==> config.mk <==
export PLATFORM = sky130hd
export DESIGN_NAME = sfx_event_scheduler
export DESIGN_NICKNAME = d
export VERILOG_FILES = /design/src/rtl/sfx_event_scheduler.sv
export SDC_FILE = /design/constraint.sdc
export NUM_CORES = 1
export LEC_CHECK = 0
export BUFFER_PORTS_ARGS = -buffer_cell sky130_fd_sc_hd__clkbuf_2
export CAP_MARGIN = 25
export CELL_PAD_IN_SITES_DETAIL_PLACEMENT = 2
export CELL_PAD_IN_SITES_GLOBAL_PLACEMENT = 2
export CORE_ASPECT_RATIO = 1.5
export CORE_MARGIN = 1.5
export CORE_UTILIZATION = 34
export DETAILED_ROUTE_END_ITERATION = 8
export GPL_TIMING_DRIVEN = 0
export PLACE_DENSITY = 0.86
export SYNTH_ARGS = -nofsm -noshare
export SYNTH_HDL_FRONTEND = slang
export SYNTH_SLANG_ARGS = --single-unit
==> constraint.sdc <==
create_clock -name clk -period 2.2 [get_ports clk]
set_input_delay 0.11 -clock clk [delete_from_list [all_inputs] [get_ports clk]]
set_output_delay 0.11 -clock clk [all_outputs]
set_load 0.01 [all_outputs]
==> src/rtl/sfx_event_scheduler.sv <==
// Sound-effect scheduler: latches collision edges, arbitrates player > sword > sheep,
// and sequences playback in frame units. Optional macro SFX_PREEMPT_EN enables preemption.
module sfx_event_scheduler #(
  parameter int unsigned DUR_SHEEP   = 8,
  parameter int unsigned DUR_SWORD   = 16,
  parameter int unsigned DUR_PLAYER  = 32,
  parameter int unsigned STEP_FRAMES = 4
) (
  input  logic       clk,
  input  logic       rst_n,
  input  logic       frame_tick,
  input  logic [2:0] req,
  output logic [1:0] sfx_id,
  output logic       sfx_active,
  output logic       sfx_restart,
  output logic [3:0] note_idx,
  output logic [2:0] pending
);

  typedef enum logic [1:0] {S_IDLE, S_PLAY, S_GAP} state_e;

  localparam logic [3:0] STEP_LAST = 4'(STEP_FRAMES - 1);

  state_e     state_q;
  logic [2:0] req_q;
  logic [2:0] pending_q, pending_d;
  logic [1:0] sfx_id_q;
  logic       sfx_active_q;
  logic       sfx_restart_q;
  logic [3:0] note_idx_q;
  logic [3:0] step_cnt_q;
  logic [7:0] frames_left_q;

  logic [2:0] rise;
  logic [1:0] top_id;
  logic [2:0] grant_clr;
  logic       do_grant;

  function automatic logic [7:0] dur_of(input logic [1:0] id);
    case (id)
      2'd1:    dur_of = 8'(DUR_SHEEP);
      2'd2:    dur_of = 8'(DUR_SWORD);
      2'd3:    dur_of = 8'(DUR_PLAYER);
      default: dur_of = 8'd0;
    endcase
  endfunction

  // NOTE: every always_comb output gets a default first so no path leaves it unassigned (no latch).
  always_comb begin
    rise      = req & ~req_q;
    top_id    = 2'd0;
    grant_clr = 3'b000;
    do_grant  = 1'b0;

    if (pending_q[2])      top_id = 2'd3;
    else if (pending_q[1]) top_id = 2'd2;
    else if (pending_q[0]) top_id = 2'd1;

    if (state_q == S_IDLE && top_id != 2'd0) begin
      do_grant = 1'b1;
    end
`ifdef SFX_PREEMPT_EN
    else if (state_q == S_PLAY && top_id > sfx_id_q) begin
      do_grant = 1'b1;
    end
`endif

    if (do_grant) begin
      case (top_id)
        2'd1:    grant_clr = 3'b001;
        2'd2:    grant_clr = 3'b010;
        2'd3:    grant_clr = 3'b100;
        default: grant_clr = 3'b000;
      endcase
    end

    // A rise on the bit being granted re-latches it: set wins over clear.
    pending_d = (pending_q & ~grant_clr) | rise;
  end

  // NOTE: sequential state uses non-blocking assignments so every register samples pre-edge values.
  always_ff @(posedge clk) begin
    if (!rst_n) begin
      state_q       <= S_IDLE;
      req_q         <= 3'b000;
      pending_q     <= 3'b000;
      sfx_id_q      <= 2'd0;
      sfx_active_q  <= 1'b0;
      sfx_restart_q <= 1'b0;
      note_idx_q    <= 4'd0;
      step_cnt_q    <= 4'd0;
      frames_left_q <= 8'd0;
    end else begin
      req_q         <= req;
      pending_q     <= pending_d;
      sfx_restart_q <= 1'b0;

      if (do_grant) begin
        // Grant takes precedence over a coincident frame_tick, which is therefore not counted.
        state_q       <= S_PLAY;
        sfx_id_q      <= top_id;
        sfx_active_q  <= 1'b1;
        sfx_restart_q <= 1'b1;
        note_idx_q    <= 4'd0;
        step_cnt_q    <= 4'd0;
        frames_left_q <= dur_of(top_id);
      end else begin
        case (state_q)
          S_PLAY: begin
            if (frame_tick) begin
              if (frames_left_q <= 8'd1) begin
                state_q       <= S_GAP;
                sfx_id_q      <= 2'd0;
                sfx_active_q  <= 1'b0;
                note_idx_q    <= 4'd0;
                step_cnt_q    <= 4'd0;
                frames_left_q <= 8'd0;
              end else begin
                frames_left_q <= frames_left_q - 8'd1;
                if (step_cnt_q >= STEP_LAST) begin
                  step_cnt_q <= 4'd0;
                  if (note_idx_q != 4'hF) note_idx_q <= note_idx_q + 4'd1;
                end else begin
                  step_cnt_q <= step_cnt_q + 4'd1;
                end
              end
            end
          end
          S_GAP: begin
            if (frame_tick) state_q <= S_IDLE;
          end
          default: begin
            state_q <= S_IDLE;
          end
        endcase
      end
    end
  end

  assign sfx_id      = sfx_id_q;
  assign sfx_active  = sfx_active_q;
  assign sfx_restart = sfx_restart_q;
  assign note_idx    = note_idx_q;
  assign pending     = pending_q;

endmodule

==> run metrics <==
max incr delay on CP=0.41 ns; final setup TNS=0 ns; placed insts=between 200 and 250; outcome=complete, no violations; share of the synthesized area in the top cell type=between 40% and 50%; sum of net half-perimeters after detailed placement=about 3000 um; final design utilization=42.4%; HP Class=input port to flop; Ant. Diodes=0; Std-Cell Rows=27; grt ovf=0; number of antenna violations at the first check in global routing=0; most repeated cell in the gate-level netlist after synthesis=sky130_fd_sc_hd__dfxtp_1; power density of the placed cells=between 1000 and 1500 nW/um2; detailed router's first-iteration violation count=20; total core area=3750 um2; Async SR Flop Fraction=0%; CP Data Arrival Time=2.23 ns; worst-case headroom to the max-slew limit=45.8%; critical register-to-register path endpoint=frames_left_q[4]$_SDFFE_PN0P_; Clock Tree Root=sky130_fd_sc_hd__clkbuf_8; endpoints failing hold=0; Min Clock Period, post-route=2.05 ns; router iterations before antenna repair=4; number of standard cells in the layout, taps in and fillers out=between 200 and 250; CP startpoint kind=flop; Synth Net Count=167; Buffers on Ports=15; WL/cell=19.3 um; share of final-layout standard cells stronger than drive strength 1=18.0%; vias in the first global route=1428; reg2reg setup slack=between 0.15 and 0.2 ns; Primary FF master, synth=sky130_fd_sc_hd__dfxtp_1; layout net count=about 190; critical setup path kind=flop to flop; Max Clock Skew=~0.0052 ns; final clock period utilization by the worst path=between 90% and 100%; die area=roughly 4400 um2; number of nets with antenna violations after detailed routing=0; proportion of power drawn by combinational gates=about 48%; crit path max-delay cell type=sky130_fd_sc_hd__a32oi_1; synthesized area per cell=8.62 um2; synthesized cell area=between 1000 and 1500 um2; die extent in x=54.5 um; TritonCTS clock tree=done; CTS clk-pin slew, worst paths=0.11 ns; critical register-to-register path startpoint=frames_left_q[0]$_SDFFE_PN0P_; final setup fails=0; Pint=0.00125 W; total wirelength of the detailed-routed design=between 4000 and 5000 um; via density per instance=5.92; pin count of the biggest net entering global routing=17; Worst Tran Pin Value=0.804 ns; cell count of the worst reg-to-reg path=7; Clock Path Buffers=2; layout-stage area growth over the synthesis result=17.5%; Max Fclk=488 MHz; data required time at the worst endpoint=2.38 ns; number of violations of the max-capacitance limit=0; global-route wire length before repair=roughly 6700 um; CP endpoint=frames_left_q[4]$_SDFFE_PN0P_; final design area excluding fillers=1590 um2; Cell Area, Placed=1480 um2; Final Wtd Congestion=0.771; biggest fanout along the worst timing path=5; CP endpoint kind=flop; DIE HEIGHT=80.3 um; post-synthesis instance total=157; number of vias in the routed layout=1308; DRC violations left=0; total of flip-flops plus latches after synthesis=28; net load switching power=0.000917 W; number of max-slew violations in the final report=0; EDFF count, synth=0; initial cell density of the core=36.1%; crit-path cells=inv_1, ha_1, or2_0, clkbuf_1, a32oi_1, a22oi_1, o32ai_1; switching share of power=between 40% and 50%; VDD IR-drop max=0.477 mV; Num CTS Buffers=3; worst setup path startpoint=frames_left_q[0]$_SDFFE_PN0P_; Leakage Power=0.643 nW; clock group share of total power=19.3%; clock latency on the worst-skew pair=around 0.28 ns; CTS hold repair buffers=0; worst hold path stage count=2; Seq pwr share=33.2%; deepest level of the CTS H-tree=1; main area contributors after synthesis=sky130_fd_sc_hd__dfxtp_1 41%, sky130_fd_sc_hd__a21oi_1 5.5%, sky130_fd_sc_hd__ha_1 3.7%, sky130_fd_sc_hd__nor2_1 2.8%, sky130_fd_sc_hd__nor3_1 2.6%; sequential cell area fraction in the yosys report=41.4%; number of unique standard cell types used by synthesis=43; cell type with the largest total area after synthesis=sky130_fd_sc_hd__dfxtp_1; boundary pin count=17; most numerous cell types in the synthesized netlist=28 x sky130_fd_sc_hd__dfxtp_1, 15 x sky130_fd_sc_hd__a21oi_1, 10 x sky130_fd_sc_hd__nor2_1; Synthesis Warnings=0; CTS Sinks=28; unrepaired setup endpoints after global routing=false; Global Route Usage Sum=20.8%
cell type report:
type                            instances  area (um2)
Clock buffer                            3        41.3
Buffer                                  8        40.0
Fill cell                             434        2160
Sequential cell                        28         561
Timing Repair Buffer                   18        97.6
Inverter                                6        22.5
Tap cell                               43        53.8
Clock inverter                          1        30.0
Multi-Input combinational cell        114         744
how the worst min path moves through the flow:
stage / start / endpoint / slack (ns)
2_1_floorplan: req[0] / req_q[0]$_SDFF_PN0_ / 0.23
3_3_place_gp: req[2] / req_q[2]$_SDFF_PN0_ / 0.33
3_5_place_dp: req[1] / req_q[1]$_SDFF_PN0_ / 0.34
4_1_cts: req[2] / req_q[2]$_SDFF_PN0_ / 0.05
5_1_grt: req[0] / req_q[0]$_SDFF_PN0_ / 0.06
6_report: req[2] / req_q[2]$_SDFF_PN0_ / 0.05
power by group through the flow:
| stage | Combinational, W | Sequential [W] | Clock, W |
|---|---|---|---|
| 6_report | 0.00103 | 0.000719 | 0.000418 |
| 5_1_grt | 0.00113 | 0.000733 | 0.000437 |
| 4_1_cts | 0.00100 | 0.000707 | 0.000425 |
| 3_5_place_dp | 0.000983 | 0.000715 | 0 |
| 3_3_place_gp | 0.000915 | 0.000706 | 0 |
| 2_1_floorplan | 0.000690 | 0.000700 | 0 |
state kept, by name, summed over array words and instances, names as in the netlist:
register and cells:
frames_left_q 8, note_idx 4, pending 3, req_q 3
sfx_active 1, sfx_id 2, sfx_restart 1, state_q 2
step_cnt_q 4
logic make-up (layout without fill, tap and decap cells):
family          Yosys count  in the layout  synth area share (%)
simple gates             64             64                  27.2
compound gates           44             44                  21.4
flops                    28             28                  41.4
buf+inv                  15             36                  4.90
fa+ha+maj                 4              4                  3.70
xor+xnor                  1              1                 0.647
mux                       1              1                 0.739
worst max-delay path, delay by kind of cell (launching register included):
kind,cells,cell delay [ns]
compound gates,3,0.84
buf+inv,2,0.28
simple gates,1,0.23
flops,1,0.39
fa+ha+maj,1,0.23
cell usage in the layout (no fill, tap or decap), drive strengths merged, types with 4 or more instances in the layout:
cell / Yosys / routed
or3: 4 / 4
dfxtp: 28 / 28
ha: 4 / 4
nor3: 7 / 7
buf: 3 / 6
clkbuf: 6 / 23
nand2: 8 / 8
and3: 4 / 4
nand3: 4 / 4
inv: 6 / 6
and2: 5 / 5
a21oi: 15 / 15
nor4: 5 / 5
nor2: 10 / 10
o21ai: 8 / 8
per-layer routing:
layer	vias up	share of wire, %	GRT usage [%]
met5	-	0	0
met4	0	1.1	5.00
met3	4	1.6	2.23
met2	13	56	39.5
met1	670	42	23.2
li1	621	-	-
per-stage QoR:
stage	hold WS, ns	worst slack, ns	power (W)
global route	0.0578	0.0102	0.00230
detailed placement	0.343	0.0466	0.00170
CTS	0.0495	0.0264	0.00213
floorplan	0.232	0.405	0.00139
finish	0.0459	0.151	0.00217
global placement	0.332	0.172	0.00162
repair_timing:
item | 4_1_cts | 5_1_grt
endpoints found under the setup margin | 0 | 4
setup buffers | 0 | 3
gates resized for setup | 0 | 3
(Power assumes the default switching activity.)
